==> config.mk <==
export PLATFORM = sky130hd
export DESIGN_NAME = dmi_jtag_access_ctrl
export DESIGN_NICKNAME = d
export VERILOG_FILES = /design/src/rtl/dmi_jtag_access_ctrl.sv
export SDC_FILE = /design/constraint.sdc
export NUM_CORES = 1
export LEC_CHECK = 0
export BUFFER_PORTS_ARGS = -buffer_cell sky130_fd_sc_hd__buf_2
export CAP_MARGIN = 20
export CORE_MARGIN = 2
export CORE_UTILIZATION = 60
export CTS_BUF_LIST = sky130_fd_sc_hd__clkbuf_2 sky130_fd_sc_hd__clkbuf_4 sky130_fd_sc_hd__clkbuf_8
export CTS_CLUSTER_SIZE = 14
export DETAILED_ROUTE_END_ITERATION = 8
export PLACE_DENSITY = 0.85
export SLEW_MARGIN = 40
export SYNTH_ARGS = -nofsm -noshare
export SYNTH_HDL_FRONTEND = slang
export SYNTH_SLANG_ARGS = --single-unit
==> constraint.sdc <==
create_clock -name tck_i -period 5.5 [get_ports tck_i]
set_input_delay 1.1 -clock tck_i [delete_from_list [all_inputs] [get_ports tck_i]]
set_output_delay 1.1 -clock tck_i [all_outputs]
set_load 0.005 [all_outputs]
==> src/rtl/dmi_jtag_access_ctrl.sv <==
// DMI access sequencer in the TCK domain: owns the DMIACCESS data register, decodes scanned
// requests into one valid/ready DMI transaction each and reports sticky status on capture.
module dmi_jtag_access_ctrl #(
  parameter int unsigned AddrWidth = 7
) (
  input  logic                 tck_i,
  input  logic                 trst_ni,
  input  logic                 test_logic_reset_i,
  input  logic                 capture_dr_i,
  input  logic                 shift_dr_i,
  input  logic                 update_dr_i,
  input  logic                 dmi_access_i,
  input  logic                 dmi_reset_i,
  input  logic                 dmi_tdi_i,
  output logic                 dmi_tdo_o,
  output logic [1:0]           dmi_error_o,
  output logic                 dmi_req_valid_o,
  input  logic                 dmi_req_ready_i,
  output logic [AddrWidth-1:0] dmi_req_addr_o,
  output logic [31:0]          dmi_req_data_o,
  output logic [1:0]           dmi_req_op_o,
  input  logic                 dmi_resp_valid_i,
  output logic                 dmi_resp_ready_o,
  input  logic [31:0]          dmi_resp_data_i,
  input  logic [1:0]           dmi_resp_resp_i
);

  localparam int unsigned DrWidth = AddrWidth + 34;

  localparam logic [1:0] OpRead   = 2'd1;
  localparam logic [1:0] OpWrite  = 2'd2;
  localparam logic [1:0] ErrNone  = 2'd0;
  localparam logic [1:0] ErrFail  = 2'd2;
  localparam logic [1:0] ErrBusy  = 2'd3;

  typedef enum logic [2:0] {
    StIdle,
    StRead,
    StWaitReadValid,
    StWrite,
    StWaitWriteValid
  } state_e;

  state_e               state_q, state_d;
  logic [DrWidth-1:0]   dr_q, dr_d;
  logic [AddrWidth-1:0] address_q, address_d;
  logic [31:0]          data_q, data_d;
  logic [1:0]           error_q, error_d;
  logic                 discard_q, discard_d;

  logic capture, shift, update, busy, resp_hs, keep_resp;

  assign capture   = capture_dr_i & dmi_access_i;
  assign shift     = shift_dr_i & dmi_access_i;
  assign update    = update_dr_i & dmi_access_i;
  assign busy      = (state_q != StIdle);
  assign resp_hs   = dmi_resp_valid_i & dmi_resp_ready_o;
  // A transaction in flight across Test-Logic-Reset still completes, but its result is dropped.
  assign keep_resp = ~discard_q & ~test_logic_reset_i;

  // State register
  always_ff @(posedge tck_i or negedge trst_ni) begin
    if (!trst_ni) begin
      state_q <= StIdle;
    end else begin
      state_q <= state_d;
    end
  end

  // Next-state logic
  always_comb begin
    state_d = state_q;
    unique case (state_q)
      StIdle: begin
        if (update && !test_logic_reset_i && (error_q == ErrNone)) begin
          if (dr_q[1:0] == OpRead) begin
            state_d = StRead;
          end else if (dr_q[1:0] == OpWrite) begin
            state_d = StWrite;
          end
        end
      end
      StRead: begin
        if (dmi_req_ready_i) state_d = StWaitReadValid;
      end
      StWaitReadValid: begin
        if (dmi_resp_valid_i) state_d = StIdle;
      end
      StWrite: begin
        if (dmi_req_ready_i) state_d = StWaitWriteValid;
      end
      StWaitWriteValid: begin
        if (dmi_resp_valid_i) state_d = StIdle;
      end
      default: state_d = StIdle;
    endcase
  end

  // Output logic
  always_comb begin
    dmi_req_valid_o  = 1'b0;
    dmi_req_op_o     = 2'd0;
    dmi_resp_ready_o = 1'b0;
    unique case (state_q)
      StRead: begin
        dmi_req_valid_o = 1'b1;
        dmi_req_op_o    = OpRead;
      end
      StWrite: begin
        dmi_req_valid_o = 1'b1;
        dmi_req_op_o    = OpWrite;
      end
      StWaitReadValid, StWaitWriteValid: dmi_resp_ready_o = 1'b1;
      default: ;
    endcase
  end

  assign dmi_req_addr_o = address_q;
  assign dmi_req_data_o = data_q;
  assign dmi_tdo_o      = dr_q[0];
  assign dmi_error_o    = error_q;

  // Datapath next-state
  always_comb begin
    dr_d      = dr_q;
    address_d = address_q;
    data_d    = data_q;
    error_d   = error_q;

    if (dmi_reset_i) error_d = ErrNone;

    if (resp_hs && keep_resp) begin
      if (dmi_resp_resp_i != ErrNone) begin
        error_d = (dmi_resp_resp_i == 2'd1) ? ErrFail : dmi_resp_resp_i;
      end
      if (state_q == StWaitReadValid) data_d = dmi_resp_data_i;
    end

    // Any DR access while a transaction is outstanding flags busy; this wins over dmireset.
    if ((capture || update) && busy) error_d = ErrBusy;

    if (update && !busy && (error_q == ErrNone)) begin
      address_d = dr_q[DrWidth-1:34];
      data_d    = dr_q[33:2];
    end

    if (capture) begin
      dr_d = {address_q, data_q, error_d};
    end else if (shift) begin
      dr_d = {dmi_tdi_i, dr_q[DrWidth-1:1]};
    end

    if (test_logic_reset_i) begin
      dr_d      = '0;
      address_d = '0;
      data_d    = '0;
      error_d   = ErrNone;
    end
  end

  assign discard_d = (state_d != StIdle) && (discard_q || test_logic_reset_i);

  always_ff @(posedge tck_i or negedge trst_ni) begin
    if (!trst_ni) begin
      dr_q      <= '0;
      address_q <= '0;
      data_q    <= '0;
      error_q   <= ErrNone;
      discard_q <= 1'b0;
    end else begin
      dr_q      <= dr_d;
      address_q <= address_d;
      data_q    <= data_d;
      error_q   <= error_d;
      discard_q <= discard_d;
    end
  end

endmodule
==> metrics.md, run 1 <==
| Metric | Value |
|---|---|
| # clock sinks | 86 |
| Sw frac | 0.256 |
| Leak | roughly 0.0024 µW |
| Clk Latency, worst-skew pair | 0.36 ns |
| DIE AREA | about 7300 µm² |
| Most frequent cell after synthesis | dfrtp_1 |
| Post-synth top flop | dfrtp_1 |
| Clock buffer depth | 2 |
| Initial antenna violation count | 0 |
| Max Fanout on Critical Path | 33 |
| PwrDens | about 300 nW/µm² |
| Post-route DRC | 0 |
| Crit path max-delay cell type | nand2_2 |
| Clock slew at reported path FFs | 0.08 ns |
| Worst vdd ir | 0.000179 V |
| Final hold violation count | 0 |
| WP data required | 5.78 ns |
| Mapped cell area | about 4000 µm² |
| EDFF count, synth | 0 |
| Clock power frac | 0.363 |
| Final period utilization | 0.511 |
| Vias in the first global route | 3206 |
| Worst setup margin | 2.69 ns |
| Avg Inst Size Synth | 10.4 µm² |
| Crit-path cells | buf_2, or4b_4, nand3b_4, nand2_2, a2bb2oi_1 |
| Worst-Margin Slew | 0.704 ns |
| Max_cap viols | 0 |
| Via count | 3232 |
| GP Congestion | 0.855 |
| Crit. End Element | flip-flop |
| Crit Reg-Reg Endpoint | dmi_req_data_o[18] |
| Largest net degree at the start of global routing | 87 |
| CTS H-tree depth | 3 |
| Routed wire length | 9.27 mm |
| P&R area growth vs syn | 16.8% |
| Area leader, netlist | dfrtp_1 |
| Ant diodes | 0 |
| Post-synthesis register bit count | 86 |
| Psw | 349 µW |
| Finish-stage setup viols | 0 |
| Asr flop ratio synth | 1.00 |
| Critical register-to-register path startpoint | state_q[0] |
| Rel. slew slack | 0.529 |
| Status | finished, final reports clean |
| Row count | 29 |
| Ys Warns | 0 |
| Seq/Total Area, Yosys | 0.540 |
| Setup Crit Path Kind | in -> reg |
| WL/cell | approximately 17 µm |
| 1st-iter DRT viols | 271 |
| Final Instance Area | around 4700 µm² |
| Die Span Y | 85.5 µm |
| TritonRoute pass-1 iters | 4 |
| Syn Inst Count | ~380 |
| Clock Skews | 0.00736 ns |
| Max incr delay on CP | around 0.66 ns |
| HPWL Detailed | approximately 5.8 mm |
| Initial Util | 0.624 |
| # IOs | 91 |
| Antenna-violating nets left | 0 |
| Hold buffers post-CTS | 0 |
| Hold worst-path end | dr_q[3] |
| Worst hold path class | reg -> reg |
| Synth top area share | 0.540 |
| Slew Limit Fails | 0 |
| Final nets | 505 |
| Post-synth top cells | 86 x dfrtp_1, 76 x nand2_1, 70 x o21ai_0 |
| P_int | about 1000 µW |
| Area of the core | ~6400 µm² |
| Pwr Total | 1360 µW |
| Flop pwr share | 0.510 |
| First-pass GRT wire length | 15.5 mm |
| Crit path DAT | 3.09 ns |
| DIE WIDTH | 85.5 µm |
| Netlist cell types | 39 |
| Post_cts resized | 0 |
| Top post-synthesis cells by area | dfrtp_1 54%, mux2i_1 10%, o21ai_0 8.8% |
| Vias per cell | 5.96 |
| Post-layout min period | roughly 2.8 ns |
| CTS tree | done |
| GRT Util Overall | 0.270 |
| Place WS | roughly 2.3 ns |
| Startpoint type of the worst setup path | input pin |
| Hold Path Stages | 2 |
| Unrepaired setup endpoints after global routing | no |
| Area after DPL | ~4400 µm² |
| R2R cell count | 4 |
| Peak Freq | 0.356 GHz |
| Root buf cell | clkbuf_8 |
| Setup bufs post-CTS | 0 |
| Syn_nets | roughly 430 |
| HP Start | dr_q[3] |
| Final TNS setup | 0 ns |
| GR Overflow Total | 0 |
| Share of cells above drive strength 1 | 0.254 |
| Combinational power share | 0.127 |
| TritonCTS Buffers | 9 |
| PortBufs | 90 |
| R2R Setup Slk | 3.08 ns |
==> placed cells by master, fill, tap and decap left out, drive strengths merged <==
master	synthesis	final
o311a	1	1
o2bb2ai	1	1
and2	2	2
a22o	7	7
clkinv	0	2
o31ai	2	2
clkinvlp	0	2
a32o	1	1
a2bb2oi	32	32
o211a	1	1
clkbuf	14	11
nand4bb	1	1
dfrtp	86	86
xor2	1	1
mux2i	40	40
xnor2	1	1
nand2b	1	1
nor4	1	1
nor3	4	4
nand2	77	77
o21a	1	1
nor2	6	6
o32a	1	1
or3	1	1
a21oi	2	2
mux2	1	1
a311oi	1	1
nor2b	1	1
bufinv	0	2
o21ai	72	72
nand4	1	1
o41ai	1	1
or4b	1	1
buf	15	94
inv	5	5
nand3b	1	1
==> how the worst max path moves through the flow <==
| stage | start | end | slack [ns] | cells past startpoint |
|---|---|---|---|---|
| after floorplan | test_logic_reset_i | dmi_error_o[0] | 3.09 | 4 |
| after CTS | test_logic_reset_i | dmi_req_data_o[3] | 2.68 | 5 |
| after detailed placement | test_logic_reset_i | dmi_req_data_o[27] | 2.28 | 5 |
| after global placement | test_logic_reset_i | dmi_req_data_o[16] | 2.38 | 5 |
| after global routing | test_logic_reset_i | dmi_req_data_o[0] | 2.54 | 5 |
| final | test_logic_reset_i | dmi_req_data_o[18] | 2.69 | 5 |
==> kinds of logic after synthesis <==
logic type,Yosys count,share of synthesized area
AOI/OAI and AO/OA,123,0.201
xor gates and xnor gates,2,0.00439
buffers and inverters,34,0.0417
DFF,86,0.540
muxes,41,0.103
and+or+nand+nor,97,0.110
==> state kept, by name, indices dropped and copies added (netlist names) <==
signal	count
state_q	3
dmi_req_addr_o	7
dmi_error_o	2
dmi_req_data_o	32
dr_q	41
discard_q	1
==> final cells by class <==
| cell class | count | area [µm²] |
|---|---|---|
| flip-flops and latches | 86 | 2150 |
| fillers | 457 | 1730 |
| multi-input cells | 263 | 1670 |
| repair buffers | 95 | 497 |
| clock buffers | 10 | 138 |
| well taps | 77 | 96.3 |
| clock inverters | 6 | 85.1 |
| inverters | 5 | 18.8 |
==> power groups by stage <==
stage | registers, µW | clock network, µW | logic [µW]
2_1_floorplan | 700 | 0 | 99.6
3_3_place_gp | 704 | 0 | 168
3_5_place_dp | 705 | 0 | 174
4_1_cts | 693 | 501 | 174
5_1_grt | 699 | 525 | 190
6_report | 694 | 494 | 172
==> layer usage <==
layer / track usage / part of all wire / vias up
met5: 0 / 0 / -
met4: 0.101 / 0.014 / 0
met3: 0.0558 / 0.064 / 17
met2: 0.413 / 0.49 / 116
met1: 0.388 / 0.43 / 1584
li1: - / - / 1515
==> stage by stage <==
step,util,cells,hold WS [ns]
6_report,0.729,542,0.515
5_1_grt,0.729,542,0.544
4_1_cts,0.729,542,0.516
3_5_place_dp,0.694,526,0.497
3_3_place_gp,0.694,526,0.489
2_1_floorplan,-,383,0.471
==> worst max-delay path: cells and delay by family <==
kind | cells | cell delay, ns
AO/OA/AOI/OAI | 1 | 0.21
AND/OR/NAND/NOR | 3 | 1.61
buffers and inverters | 1 | 0.15
No activity file was read; power rests on OpenSTA's default activity.
==> run 2, diff against run 1 <==
CORE_UTILIZATION = 56   (was 60)
PLACE_DENSITY = 0.8   (was 0.85)
clock period = 2.6 ns   (was 5.5 ns; I/O delays follow)
==> metrics.md, run 2 (synthesis results as in run 1) <==
| Metric | Value |
|---|---|
| Crit. End Element | output port (was flip-flop) |
| Via count | 3289 (was 3232) |
| CTS H-tree depth | 3 (unchanged) |
| Footprint of the multi-input gates | 1670 µm² (unchanged) |
| Slew Limit Fails | 0 (unchanged) |
| Routed wire length | 9.35 mm (was 9.27 mm) |
| Final hold violation count | 0 (unchanged) |
| Setup Crit Path Kind | reg -> out (was in -> reg) |
| Share of cells above drive strength 1 | 0.262 (was 0.254) |
| Initial Util | 0.584 (was 0.624) |
| 1st-iter DRT viols | 194 (was 271) |
| GR Overflow Total | 0 (unchanged) |
| WP data required | 2.08 ns (was 5.78 ns) |
| DIE WIDTH | 88.4 µm (was 85.5 µm) |
| Rel. slew slack | 0.604 (was 0.529) |
| PwrDens | 589 nW/µm² (was 292 nW/µm²) |
| TritonRoute pass-1 iters | 4 (unchanged) |
| Final TNS setup | 0 ns (unchanged) |
| CTS tree | done (unchanged) |
| Worst-Margin Slew | 0.592 ns (was 0.704 ns) |
| GRT Util Overall | 0.258 (was 0.270) |
| Worst hold path class | in -> async (was reg -> reg) |
| Clock slew at reported path FFs | 0.08 ns (about the same) |
| WL/cell | 16.5 µm (was 17.1 µm) |
| # IOs | 91 (unchanged) |
| Area of the core | 6830 µm² (was 6390 µm²) |
| Crit path DAT | 1.43 ns (was 3.09 ns) |
| Commonest non-fill, non-tap cell in the layout | buf_2 (unchanged) |
| Place WS | 0.485 ns (was 2.28 ns) |
| Worst vdd ir | 0.000403 V (was 0.000179 V) |
| PortBufs | 90 (unchanged) |
| Max Fanout on Critical Path | 8 (was 33) |
| Finish-stage setup viols | 0 (unchanged) |
| Clk Latency, worst-skew pair | 0.36 ns (about the same) |
| P&R area growth vs syn | 18.5% (was 16.8%) |
| HPWL Detailed | 6.21 mm (was 5.77 mm) |
| Ant diodes | 0 (unchanged) |
| DIE AREA | 7810 µm² (was 7310 µm²) |
| TritonCTS Buffers | 9 (unchanged) |
| Peak Freq | slightly above 0.5 GHz |
| Clock Skews | 0.00719 ns (was 0.00736 ns) |
| Hold buffers post-CTS | 0 (unchanged) |
| GP Congestion | 0.785 (was 0.855) |
| Vias per cell | 5.81 (was 5.96) |
| Sequential Area | 2150 µm² (unchanged) |
| Unrepaired setup endpoints after global routing | no (unchanged) |
| Clock buffer depth | 2 (unchanged) |
| Status | finished, final reports clean (unchanged) |
| Pwr Total | 2790 µW (was 1360 µW) |
| Setup bufs post-CTS | 0 (unchanged) |
| Post_cts resized | 0 (unchanged) |
| Worst setup margin | 0.652 ns (was 2.69 ns) |
| # clock sinks | 86 (unchanged) |
| Post-route DRC | 0 (unchanged) |
| Leak | 0.00241 µW (was 0.00238 µW) |
| Die Span Y | 88.4 µm (was 85.5 µm) |
| Fillers | 565 (was 457) |
| Post-layout min period | 1.95 ns |
| Most frequent cells in the layout | 89 x buf_2, 86 x dfrtp_1, 75 x nand2_1, 70 x o21ai_0, 40 x mux2i_1 (unchanged) |
| Final nets | 510 (was 505) |
| Row count | 30 (was 29) |
| Initial antenna violation count | 0 (unchanged) |
| Max reg flops | 41 (unchanged) |
| First-pass GRT wire length | 15.6 mm (was 15.5 mm) |
| Startpoint type of the worst setup path | flip-flop (was input pin) |
| Max_cap viols | 0 (unchanged) |
| Reg with most FFs | dr_q (unchanged) |
| Largest net degree at the start of global routing | 46 (was 87) |
| Root buf cell | clkbuf_8 (unchanged) |
| Final period utilization | 0.749 |
| Vias in the first global route | 3220 (was 3206) |
| Antenna-violating nets left | 0 (unchanged) |
-- run 2: final cells by class --
type / count / share of cell area
clock buffer: 10 / 0.0291
clock inverter: 6 / 0.0130
inverter: 5 / 0.00397
multi-input combinational: 263 / 0.354
sequential: 86 / 0.455
tap: 96 / 0.0254
timing repair buffer: 100 / 0.120
-- run 2: worst max-delay path, stage by stage, from the launching register on --
cell,delay [ns]
dfrtp_1,0.50
xnor2_1,0.38
nor2_1,0.06
buf_2,0.13
-- run 2: where the power goes --
part / total (µW) / internal (µW) / leakage (µW) / switching (µW)
clock network: 940 / 467 / 0.000102 / 474
registers: 1470 / 1400 / 0.00116 / 63.3
logic: 377 / 181 / 0.00115 / 196
-- run 2: through the flow --
step,util,instances,cell area [µm²],hold WS [ns]
detailed placement,0.663,550,4530,0.499
global route,0.692,566,4730,0.205
floorplan,-,383,3990,0.224
finish,0.692,566,4730,0.157
CTS,0.692,566,4730,0.180
global placement,0.663,550,4530,0.488
-- run 2: worst paths after layout --
| path | from | to | slack (ns) | cells after the start |
|---|---|---|---|---|
| worst min-delay path | trst_ni | discard_q | 0.16 | 1 |
| worst max-delay path | state_q[1] | dmi_resp_ready_o | 0.65 | 3 |
| min in group tck_i | dmi_resp_valid_i | state_q[2] | 0.39 | 2 |
| worst max register to register | state_q[0] | dmi_req_data_o[31] | 0.67 | 5 |
| worst min register to register | dr_q[6] | dr_q[6] | 0.52 | 2 |
| max in group asynchronous | trst_ni | dmi_req_data_o[29] | 1.81 | 2 |
-- run 2: routing by layer --
metal	GRT usage	part of all wire	vias to the layer above	wire length [µm]
met5	0	0	-	0
met4	0.101	0.017	0	162
met3	0.0354	0.051	16	473
met2	0.419	0.49	93	4620
met1	0.356	0.44	1649	4100
li1	-	-	1531	-
